### src/rtl/control_teclado_temp_pkg.sv
// Shared key codes, state encoding and defaults for the keypad temperature controller.
package control_teclado_temp_pkg;

    localparam logic [3:0] KEY_ENTER = 4'hA;
    localparam logic [3:0] KEY_CLEAR = 4'hB;

    localparam int unsigned TEMP_MAX_DEFAULT = 31;

    typedef enum logic [2:0] {
        StIdle = 3'd0,
        StD1   = 3'd1,
        StD2   = 3'd2,
        StLoad = 3'd3,
        StErr  = 3'd4
    } state_e;

    // Decimal digit keys are 0x0-0x9
    function automatic logic is_digit(input logic [3:0] code);
        return code <= 4'd9;
    endfunction

endpackage

### src/rtl/contador_timeout.sv
// Down-counter that measures idle cycles between keys of one entry.
module contador_timeout #(
    parameter int unsigned TIMEOUT = 8,
    localparam int unsigned Width  = $clog2(TIMEOUT + 1)
) (
    input  logic clock,
    input  logic reset,
    input  logic load,
    input  logic clr,
    input  logic dec,
    output logic expire
);

    localparam logic [Width-1:0] LoadVal = Width'(TIMEOUT);
    localparam logic [Width-1:0] One     = Width'(1);

    logic [Width-1:0] cnt_q, cnt_d;

    // Next count: reload on an accepted key, otherwise count idle cycles down to zero
    always_comb begin
        cnt_d = cnt_q;
        if (load) begin
            cnt_d = LoadVal;
        end else if (clr) begin
            cnt_d = '0;
        end else if (dec && (cnt_q != '0)) begin
            cnt_d = cnt_q - One;
        end
    end

    // Counter register
    always_ff @(posedge clock or posedge reset) begin
        if (reset) begin
            cnt_q <= '0;
        end else begin
            cnt_q <= cnt_d;
        end
    end

    // The cycle that would take the count from 1 to 0 is the TIMEOUT-th idle cycle
    assign expire = dec && (cnt_q == One);

endmodule

### src/rtl/control_teclado_temp.sv
// Keypad entry controller: assembles up to two digits, range-checks on enter and
// loads the temperature register feeding the monitor datapath.
module control_teclado_temp
    import control_teclado_temp_pkg::*;
#(
    parameter int unsigned TIMEOUT  = 100_000_000,
    parameter int unsigned TEMP_MAX = TEMP_MAX_DEFAULT
) (
    input  logic       clock,
    input  logic       reset,
    input  logic       key_valid,
    input  logic [3:0] key_code,
    output logic [4:0] temperatura,
    output logic       en_m1,
    output logic       lect,
    output logic       busy,
    output logic       error
);

    localparam logic [6:0] TempMaxAcc = 7'(TEMP_MAX);

    state_e     state_q, state_d;
    logic [6:0] acc_q, acc_d;
    logic [4:0] temp_q, temp_d;
    logic       en_q, en_d;

    logic       key_ok;
    logic       key_digit;
    logic       key_enter;
    logic [6:0] acc_mac;
    logic       in_entry;
    logic       cnt_load, cnt_clr, cnt_dec, cnt_expire;

    // Codes 0xC-0xF never count as a key, so they neither act nor restart the timeout
    assign key_ok    = key_valid && (key_code <= KEY_CLEAR);
    assign key_digit = is_digit(key_code);
    assign key_enter = (key_code == KEY_ENTER);
    assign acc_mac   = (acc_q << 3) + (acc_q << 1) + {3'b000, key_code};
    assign in_entry  = (state_q == StD1) || (state_q == StD2);

    // Next-state, accumulator and output register logic
    always_comb begin
        state_d = state_q;
        acc_d   = acc_q;
        temp_d  = temp_q;
        en_d    = en_q;
        case (state_q)
            StIdle: begin
                if (key_ok && key_digit) begin
                    acc_d   = {3'b000, key_code};
                    state_d = StD1;
                end
            end
            StD1, StD2: begin
                if (key_ok) begin
                    if (key_digit) begin
                        if (state_q == StD1) begin
                            acc_d   = acc_mac;
                            state_d = StD2;
                        end else begin
                            state_d = StErr;
                        end
                    end else if (key_enter) begin
                        if (acc_q <= TempMaxAcc) begin
                            temp_d  = acc_q[4:0];
                            en_d    = 1'b1;
                            state_d = StLoad;
                        end else begin
                            state_d = StErr;
                        end
                    end else begin
                        acc_d   = '0;
                        state_d = StIdle;
                    end
                end else if (cnt_expire) begin
                    // Key wins over expiry because this branch is only reached without one
                    acc_d   = '0;
                    state_d = StIdle;
                end
            end
            StLoad: begin
                acc_d   = '0;
                state_d = StIdle;
            end
            StErr: begin
                if (key_ok && (key_code == KEY_CLEAR)) begin
                    acc_d   = '0;
                    state_d = StIdle;
                end
            end
            default: begin
                acc_d   = '0;
                state_d = StIdle;
            end
        endcase
    end

    // Timeout control: restart on accepted keys that keep the entry alive
    always_comb begin
        cnt_load = key_ok && ((state_d == StD1) || (state_d == StD2));
        cnt_clr  = !((state_d == StD1) || (state_d == StD2));
        cnt_dec  = in_entry && !key_ok;
    end

    // State and datapath registers
    always_ff @(posedge clock or posedge reset) begin
        if (reset) begin
            state_q <= StIdle;
            acc_q   <= '0;
            temp_q  <= '0;
            en_q    <= 1'b0;
        end else begin
            state_q <= state_d;
            acc_q   <= acc_d;
            temp_q  <= temp_d;
            en_q    <= en_d;
        end
    end

    contador_timeout #(
        .TIMEOUT(TIMEOUT)
    ) u_contador_timeout (
        .clock (clock),
        .reset (reset),
        .load  (cnt_load),
        .clr   (cnt_clr),
        .dec   (cnt_dec),
        .expire(cnt_expire)
    );

    assign temperatura = temp_q;
    assign en_m1       = en_q;
    assign lect        = (state_q == StLoad);
    assign busy        = in_entry || (state_q == StLoad);
    assign error       = (state_q == StErr);

endmodule

### config.mk
export PLATFORM = sky130hd
export DESIGN_NAME = control_teclado_temp
export DESIGN_NICKNAME = d
export VERILOG_FILES = /design/src/rtl/control_teclado_temp_pkg.sv /design/src/rtl/contador_timeout.sv /design/src/rtl/control_teclado_temp.sv
export SDC_FILE = /design/constraint.sdc
export NUM_CORES = 1
export LEC_CHECK = 0
export BUFFER_PORTS_ARGS = -buffer_cell sky130_fd_sc_hd__buf_2
export CAP_MARGIN = 25
export CORE_AREA = 2 2 109 90
export DETAILED_ROUTE_END_ITERATION = 8
export DIE_AREA = 0 0 111 92
export PLACE_DENSITY_LB_ADDON = 0.3
export RECOVER_POWER = 100
export SYNTH_ARGS = -nofsm -noshare
export SYNTH_HDL_FRONTEND = slang
export SYNTH_SLANG_ARGS = --single-unit
### constraint.sdc
create_clock -name clock -period 4.79 [get_ports clock]
set_clock_uncertainty 0.15 [all_clocks]
set_input_delay 0.479 -clock clock [delete_from_list [all_inputs] [get_ports clock]]
set_output_delay 0.479 -clock clock [all_outputs]
set_load 0.005 [all_outputs]
==> impl_metrics.yaml, run 1 <==
finish:
  multiInputGateArea_um2: 1480
  syn_to_final_growth_pct: 9.68
  diodes: 0
  drive_gt1_frac: 0.157
  final_nets: 305
  stdcell_area_um2: 2950
  seqCellArea_um2: 1080
  nFillCells: 941
floorplanning:
  dieHeight_um: 92
  start_util: 0.291
  ios: 16
  die_w_um: 111
  fp-row-count: 32
  core_um2: 9250
  die_area_um2: 10200
clock_tree:
  holdBufCountCts: 0
  clk_latency_ns: 0.28
  cts-buffers-inserted: 5
  cts_resized: 0
  root_buffer: "clkbuf_16"
  clockBufferDepth: 2
  cts.sinks: 43
  cts_max_level: 2
  post-cts-setup-buffer-count: 0
  cts_tree: "done"
  clk_pin_slew_ns: 0.07
place:
  placed_area_um2: 2860
  gp_congestion: 0.796
  port_buffers: 15
  dpl.hpwl_mm: 3.92
worst_setup_path:
  cp.arrival_ns: 3.28
  required_ns: 4.78
  reg2reg_from: "u_contador_timeout.cnt_q[5]"
  reg2reg_slack_ns: 1.50
  worstPathMaxFanout: 15
  reg2reg_to: "u_contador_timeout.cnt_q[9]"
  crit_type: "reg -> reg"
  reg2reg_depth: 6
  startpoint_type: "flop"
  endpoint_kind: "flop"
sta:
  setup_tns_ns: 0
  max_freq_ghz: 0.304
  rsz0062_at_grt: "no"
  worst_pin_slew_ns: 2.28
  post-route-min-period_ns: 3.29
  final-setup-viol-count: 0
  drv_slew: 44
  slew_headroom: -0.517
  hold_viol: 0
  period_share: 0.688
run_status:
  status: "finished, violations left"
  violations: "max-capacitance violations, max-slew violations"
job:
  drv_cap: 1
route:
  avgViaCountPerCell: 4.73
  drtPass1Iterations: 4
  drt-wirelength-per-cell_um: 13.6
  vias: 1916
  drt_iter0_markers: 65
  drc: 0
  wl_mm: 5.53
  ant_nets: 0
synthesis:
  synth.top_cells.by_count: "nor2_1 (44), dfrtp_1 (43), a21oi_1 (19)"
  synth-edff-count: 0
  synthDistinctLibCells: 54
  syn_area_um2: 2690
  synth_largest_area_cell: "dfrtp_1"
  synthCells: 272
  synth_area_leaders: "dfrtp_1 (40%), nor2_1 (6.1%), xnor2_1 (5.5%)"
  synth_most_common_cell: "nor2_1"
  async_flop_share: 1.00
  yosysTopAreaCellShare: 0.400
  yosysWarnings: 0
  ys_seq_area_frac: 0.400
  synth_nets: 292
  ys.flop_type: "dfrtp_1"
  synth_seq_cells: 43
  avgSynthCellArea_um2: 9.89
global_routing:
  grt_pass1_vias: 1854
  antenna_found_initial: 0
  grt_usage: 0.115
  grt_pass1_wl_mm: 9.65
  overflow: 0
  grt_max_degree: 44
worst_hold_path:
  hold_end: "en_m1"
  hold_start: "en_m1"
  whs_path_depth: 1
  hold_class: "reg -> reg"
[how the worst max path moves through the flow]
stage,slack [ns],endpoint,cells after the start,start
floorplan,2.31,acc_q[6],7,key_code[3]
global placement,2.11,acc_q[6],8,key_code[3]
detailed placement,2.10,acc_q[6],8,key_code[3]
CTS,2.16,u_contador_timeout.cnt_q[16],6,u_contador_timeout.cnt_q[9]
global route,0.95,u_contador_timeout.cnt_q[12],6,u_contador_timeout.cnt_q[5]
finish,1.50,u_contador_timeout.cnt_q[9],6,u_contador_timeout.cnt_q[5]
[logic make-up after synthesis]
kind of cell | Yosys count | share of synthesized area
xor gates and xnor gates | 31 | 0.101
muxes | 13 | 0.0540
DFF | 43 | 0.400
adders and majority gates | 14 | 0.0698
AOI/OAI and AO/OA | 40 | 0.103
and+or+nand+nor | 116 | 0.241
buffers and inverters | 15 | 0.0307
[sequential cells by signal, summed over array words and instances (netlist names)]
signal	flops
acc_q	7
u_contador_timeout.cnt_q	27
state_q	3
en_m1	1
temperatura	5
[per-stage QoR]
stage                     hold WS (ns)  cells   util  setup WS (ns)
after floorplan                  0.315    272      -           2.31
after global routing             0.362    405  0.319          0.952
after global placement           0.301    397  0.309           2.11
after detailed placement         0.301    397  0.309           2.10
after CTS                        0.193    405  0.326           2.16
final                            0.321    405  0.319           1.50
[layout make-up]
class | count | share of cell area
clock buffer | 6 | 0.0471
clock inverter | 2 | 0.00552
inverter | 5 | 0.00636
multi-input combinational | 214 | 0.500
sequential | 43 | 0.365
tap | 119 | 0.0505
timing repair buffer | 16 | 0.0255
[routing by layer]
layer  track usage  vias up  wire length [µm]
met5             0        -                 0
met2         0.167       23              2240
li1              -      988                 -
met1         0.175      899              3080
met4        0.0250        0                53
met3        0.0251        6               160
[cell usage in the layout (no fill, tap or decap), types with 2 or more instances in the layout]
master / n
a22o_1: 4
buf_2: 11
nand2b_1: 2
inv_1: 3
clkbuf_1: 4
clkinv_1: 2
nand3_1: 3
or2_2: 3
nor2_1: 44
mux2_2: 12
nand3b_1: 2
dfrtp_1: 43
o32ai_1: 2
clkbuf_16: 5
nor3b_1: 4
xor2_1: 14
nor4_1: 9
a21o_1: 2
nor3_1: 13
o21ai_0: 5
xnor2_1: 17
nor4_2: 4
nand2_1: 16
a21oi_1: 19
or3_1: 3
ha_1: 11
fa_1: 2
and2_1: 2
[worst max-delay path, cell delays in order, from the launching register on]
cell and delay (ns):
dfrtp_1 0.41, nor4_1 0.58, nand3_1 0.62, nor3b_1 0.65
nor2_2 0.09, nand3_1 0.52, nor2_1 0.12
Power of run 1 is left out: the tool's default activity adds up to more than one toggle a clock period on the data nets, which glitch-free logic cannot reach.
==> run 2, diff against run 1 <==
Settings changed: ABC_AREA from default to 1, CORE_AREA 2 2 109 90 to 2 2 114 94, DIE_AREA 0 0 111 92 to 0 0 116 96.
Clock period 4.79 ns to 2.7 ns, I/O delays scaled along.
==> run 2 against run 1 <==
Net effect:
- the run now ends clean
- final area grew 9.4%
- worst hold slack lost 0.16 ns
- worst setup slack lost 1.1 ns
- core utilization grew 0.41 points
- critical path depth grew 6
- cell count grew 26%
- synthesized area grew 8.3%
- flip-flop and latch count is the same
- clock-buffer cell count grew 1
- maximum frequency grew 41%
- routed wire length grew 19%
- critical path type unchanged
- largest cell class unchanged
==> impl_metrics.yaml, run 2 <==
floorplanning:
  ios: 16
  die_area_um2: 11100
  start_util: 0.292
  fp-row-count: 33
  dieHeight_um: 96
  die_w_um: 116
  core_um2: 9990
worst_setup_path:
  path_buf_inv: 1
  required_ns: 2.70
  crit_family: "simple AND/OR/NAND/NOR gates"
  cpPeakStageDelay_ns: 0.47
  cpMostUsedCell: "nand2_1"
  cp.arrival_ns: 2.33
  crit_type: "reg -> reg"
  startpoint_type: "flop"
  worstPathMaxFanout: 6
  slowest_stage: "nor2_1"
  endpoint_kind: "flop"
  path_cells: "nor2_1 -> inv_4 -> nand3_1 -> nor2_2 -> nand2_2 -> nand2_1 -> nand2_2 -> nand2_1 -> nand2_1 -> nand2_4 -> nand2_4 -> a21oi_1"
synthesis:
  synth-edff-count: 0
  synth.top_cells.by_count: "nand2_1 (64), nor2_1 (54), dfrtp_1 (43)"
  async_flop_share: 1.00
  synth_largest_area_cell: "dfrtp_1"
  yosysWarnings: 0
  synth_nets: 373
  yosysTopAreaCellShare: 0.369
  synth_seq_cells: 43
  syn_area_um2: 2910
  ys.flop_type: "dfrtp_1"
  ys_seq_area_frac: 0.369
  synthCells: 353
  synth_area_leaders: "dfrtp_1 (37%), nand2_1 (8.2%), nor2_1 (7.0%)"
  synthDistinctLibCells: 40
  synth_most_common_cell: "nand2_1"
  avgSynthCellArea_um2: 8.25
clock_tree:
  clk_pin_slew_ns: 0.07
  cts-buffers-inserted: 5
  cts_tree: "done"
  cts_resized: 0
  cts_max_level: 2
  root_buffer: "clkbuf_16"
  clockBufferDepth: 2
  cts.sinks: 43
  clk_latency_ns: 0.29
route:
  drtPass1Iterations: 4
  vias: 2319
  wl_mm: 6.56
  ant_nets: 0
  drt-wirelength-per-cell_um: 12.8
  avgViaCountPerCell: 4.53
  drt_iter0_markers: 129
  drc: 0
power:
  p_leak_nw: 1.58
  ir_drop_uv: 344
  power-per-cell-area_nw_per_um2: 1120
global_routing:
  grt_pass1_wl_mm: 11.5
  grt_usage: 0.132
  grt_pass1_vias: 2342
  grt_max_degree: 28
  antenna_found_initial: 0
  overflow: 0
finish:
  stdcell_area_um2: 3230
  diodes: 0
  fin_cells: 512
  regMostFlops: "u_contador_timeout.cnt_q"
  drive_gt1_frac: 0.164
  final_nets: 391
  largest_reg_flops: 27
  syn_to_final_growth_pct: 10.8
  final_common_cell: "nand2_1"
  nFillCells: 1110
  final_cell_mix: "nand2_1 (68), nor2_1 (56), dfrtp_1 (43), inv_1 (28), nand3_1 (18)"
place:
  dp.cells: 503
  gp_congestion: 0.873
  placed_area_um2: 3120
  dpl.hpwl_mm: 5.03
  place_ws_ns: 0.320
  port_buffers: 15
run_status:
  status: "complete, no violations"
sta:
  final-setup-viol-count: 0
  max_freq_ghz: 0.429
  post-route-min-period_ns: 2.33
  hold_viol: 0
  drv_slew: 0
  fin_hold_ws_ns: 0.157
  slew_headroom: 0.521
  setup_tns_ns: 0
  period_share: 0.863
  setup_ws_ns: 0.369
  worst_pin_slew_ns: 0.719
  rsz0062_at_grt: "no"
job:
  drv_cap: 0
worst_hold_path:
  hold_class: "in -> reg"
==> run 2: power breakdown <==
group          total, mW  leakage [nW]  switching (mW)  internal, mW
logic               2.03         0.928            1.26         0.766
registers          0.954         0.579           0.170         0.784
clock network      0.634        0.0741           0.263         0.371
total               3.61          1.58            1.69          1.92
==> run 2: path summary, 6_finish.rpt <==
path                             startpoint                      endpoint  slack [ns]  depth (start not counted)
worst max-delay path             state_q[1]   u_contador_timeout.cnt_q[8]        0.37                         12
max in group asynchronous             reset                    state_q[0]        0.79                          4
worst min-delay path            key_code[0]                      acc_q[0]        0.16                          3
worst max register to register   state_q[1]   u_contador_timeout.cnt_q[8]        0.37                         12
min in group asynchronous             reset  u_contador_timeout.cnt_q[17]        0.46                          3
worst min register to register        en_m1                         en_m1        0.34                          2
==> run 2: metrics by stage <==
| stage | util | power, mW |
|---|---|---|
| after floorplan | - | 2.65 |
| after global placement | 0.312 | 3.04 |
| after detailed placement | 0.312 | 3.05 |
| after CTS | 0.328 | 3.70 |
| after global routing | 0.323 | 3.98 |
| final | 0.323 | 3.61 |
==> run 2: cells by family after synthesis <==
kind of cell,count (synthesis),share of synthesized area
AOI/OAI and AO/OA,41,0.0911
xor gates and xnor gates,23,0.0692
adders and majority gates,13,0.0610
buffers and inverters,38,0.0636
DFF,43,0.369
and+or+nand+nor,195,0.346
==> run 2: repair_timing <==
| item | 4_1_cts | 5_1_grt |
|---|---|---|
| hold endpoints to repair | 16 | 0 |
| hold buffers | 1 | 0 |
| setup buffers | 0 | 0 |
==> run 2: final cells by class <==
| cell class | count | area (µm²) | area share |
|---|---|---|---|
| Multi-Input combinational cell | 272 | 1610 | 0.499 |
| Clock buffer | 7 | 143 | 0.0442 |
| Sequential cell | 43 | 1080 | 0.333 |
| Tap cell | 140 | 175 | 0.0543 |
| Timing Repair Buffer | 18 | 91.3 | 0.0283 |
| Inverter | 31 | 124 | 0.0384 |
| Clock inverter | 1 | 8.76 | 0.00271 |
==> run 2: worst min-delay path, stage by stage <==
cell and delay, ns:
buf_2 0.12, nand4_1 0.08, o21ai_0 0.08
==> run 2: per-layer routing <==
layer | global-route usage | share of wire | vias to the layer above
met3 | 0.0195 | 0.026 | 4
met4 | 0.0437 | 0.0091 | 0
met5 | 0 | 0 | -
met2 | 0.192 | 0.43 | 35
li1 | - | - | 1186
met1 | 0.198 | 0.54 | 1094
No activity file was read; power rests on OpenSTA's default activity.
==> run 3, diff against run 2 <==
Settings changed: CTS_CLUSTER_SIZE from default to 12, REMOVE_ABC_BUFFERS from default to 1.
==> run 3 against run 2 <==
Net effect:
- clock power rose by 13%
- combinational power about the same
- critical path depth shrank 4
- via count grew 0.30%
- sequential share of layout area down 0.19 points
- maximum frequency decreased by 1.6%
- sequential power fell by 0.6%
==> impl_metrics.yaml, run 3 (synthesis gave the netlist of run 2 again) <==
run_status:
  status: "complete, no violations"
sta:
  hold_viol: 0
  final-setup-viol-count: 0
  fin_hold_ws_ns: 0.149
  setup_ws_ns: 0.332
  max_freq_ghz: 0.422
  setup_tns_ns: 0
  slew_headroom: 0.427
  rsz0062_at_grt: "no"
  drv_slew: 0
  period_share: 0.877
  post-route-min-period_ns: 2.37
  worst_pin_slew_ns: 0.860
route:
  drtPass1Iterations: 4
  drt-wirelength-per-cell_um: 12.5
  drt_iter0_markers: 142
  vias: 2326
  wl_mm: 6.41
  drc: 0
  ant_nets: 0
  avgViaCountPerCell: 4.54
worst_setup_path:
  endpoint_kind: "flop"
  reg2reg_slack_ns: 0.33
  crit_start: "state_q[1]"
  reg2reg_from: "state_q[1]"
  reg2reg_to: "u_contador_timeout.cnt_q[23]"
  worstPathMaxFanout: 6
  startpoint_type: "flop"
  cp.arrival_ns: 2.38
  required_ns: 2.71
  crit_type: "reg -> reg"
  reg2reg_depth: 8
finish:
  final_common_cell: "nand2_1"
  regMostFlops: "u_contador_timeout.cnt_q"
  final_nets: 391
  largest_reg_flops: 27
  syn_to_final_growth_pct: 11.4
  nFillCells: 1085
  drive_gt1_frac: 0.167
  final_cell_mix: "nand2_1 (69), nor2_1 (57), dfrtp_1 (43), inv_1 (28), nand3_1 (18)"
  diodes: 0
place:
  place_ws_ns: 0.398
  dpl.hpwl_mm: 4.69
  port_buffers: 15
  gp_congestion: 0.852
floorplanning:
  dieHeight_um: 96
  die_w_um: 116
  core_um2: 9990
  ios: 16
  start_util: 0.292
  die_area_um2: 11100
  fp-row-count: 33
clock_tree:
  clk_pin_slew_ns: 0.06
  cts.sinks: 43
  cts-buffers-inserted: 5
  cts_tree: "done"
  cts_max_level: 2
  cts_resized: 0
  clk_latency_ns: 0.29
  root_buffer: "clkbuf_16"
  clockBufferDepth: 2
global_routing:
  grt_max_degree: 44
  grt_usage: 0.129
  antenna_found_initial: 0
  overflow: 0
  grt_pass1_vias: 2272
  grt_pass1_wl_mm: 11.3
power:
  p_leak_nw: 1.61
  sequentialPowerShare: 0.257
  combPwrFrac: 0.548
  net-switching-power_mw: 1.69
  ir_drop_uv: 379
  p_clk_frac: 0.195
  power-per-cell-area_nw_per_um2: 1140
  p_int_mw: 2.00
  finalPower_mw: 3.69
  swShare: 0.458
job:
  drv_cap: 0
worst_hold_path:
  whs_path_depth: 3
  hold_end: "acc_q[0]"
  hold_class: "in -> reg"
  hold_start: "key_code[0]"
## run 3: changes by cell type in the layout (fill, tap and decap cells not counted), sizes merged
cell    previous run  this run
buf               11        13
bufinv             0         1
clkbuf            13        10
## run 3: worst max path at each step
stage	to	slack, ns	cells past startpoint
4_1_cts	acc_q[6]	0.43	9
6_report	u_contador_timeout.cnt_q[23]	0.33	8
3_5_place_dp	acc_q[6]	0.40	10
2_1_floorplan	acc_q[6]	0.54	9
3_3_place_gp	acc_q[6]	0.42	10
5_1_grt	u_contador_timeout.cnt_q[23]	0.12	12
## run 3: stage by stage
stage	util	cell area [µm²]	std cells
after floorplan	-	2850	346
after global placement	0.311	3110	502
after detailed placement	0.311	3110	502
after CTS	0.329	3280	510
after global routing	0.325	3250	512
final	0.325	3250	512
## run 3: per-layer routing
metal / vias to the layer above / track usage / wire length (µm)
met3: 5 / 0.0233 / 277
li1: 1183 / - / -
met2: 52 / 0.196 / 2780
met1: 1086 / 0.187 / 3280
met4: 0 / 0.0337 / 71
met5: - / 0 / 0
## run 3: power by group through the flow
stage          sequential [mW]  clock, mW  combinational [mW]
6_report                 0.948      0.718                2.02
5_1_grt                  0.971      0.767                2.29
4_1_cts                  0.951      0.736                2.08
3_5_place_dp             0.962          0                2.06
3_3_place_gp             0.960          0                2.04
2_1_floorplan            0.920          0                1.67
## run 3: layout make-up
class / count / area [µm²] / share of cell area
Clock buffer: 6 / 139 / 0.0428
Multi-Input combinational cell: 272 / 1600 / 0.494
Clock inverter: 2 / 35.0 / 0.0108
Sequential cell: 43 / 1080 / 0.332
Timing Repair Buffer: 18 / 93.8 / 0.0289
Inverter: 31 / 124 / 0.0382
Tap cell: 140 / 175 / 0.0540
## run 3: critical path: stages (launching register included)
cell	delay (ns)
dfrtp_1	0.42
nor2_1	0.47
inv_4	0.06
nor2_1	0.26
nand2_1	0.23
nand2_1	0.21
nand2_4	0.10
nand2_1	0.28
a21oi_2	0.06
## run 3: repair_timing
action                    4_1_cts  5_1_grt
setup buffers                   0        0
hold buffers                    0        1
hold endpoints to repair        0       10
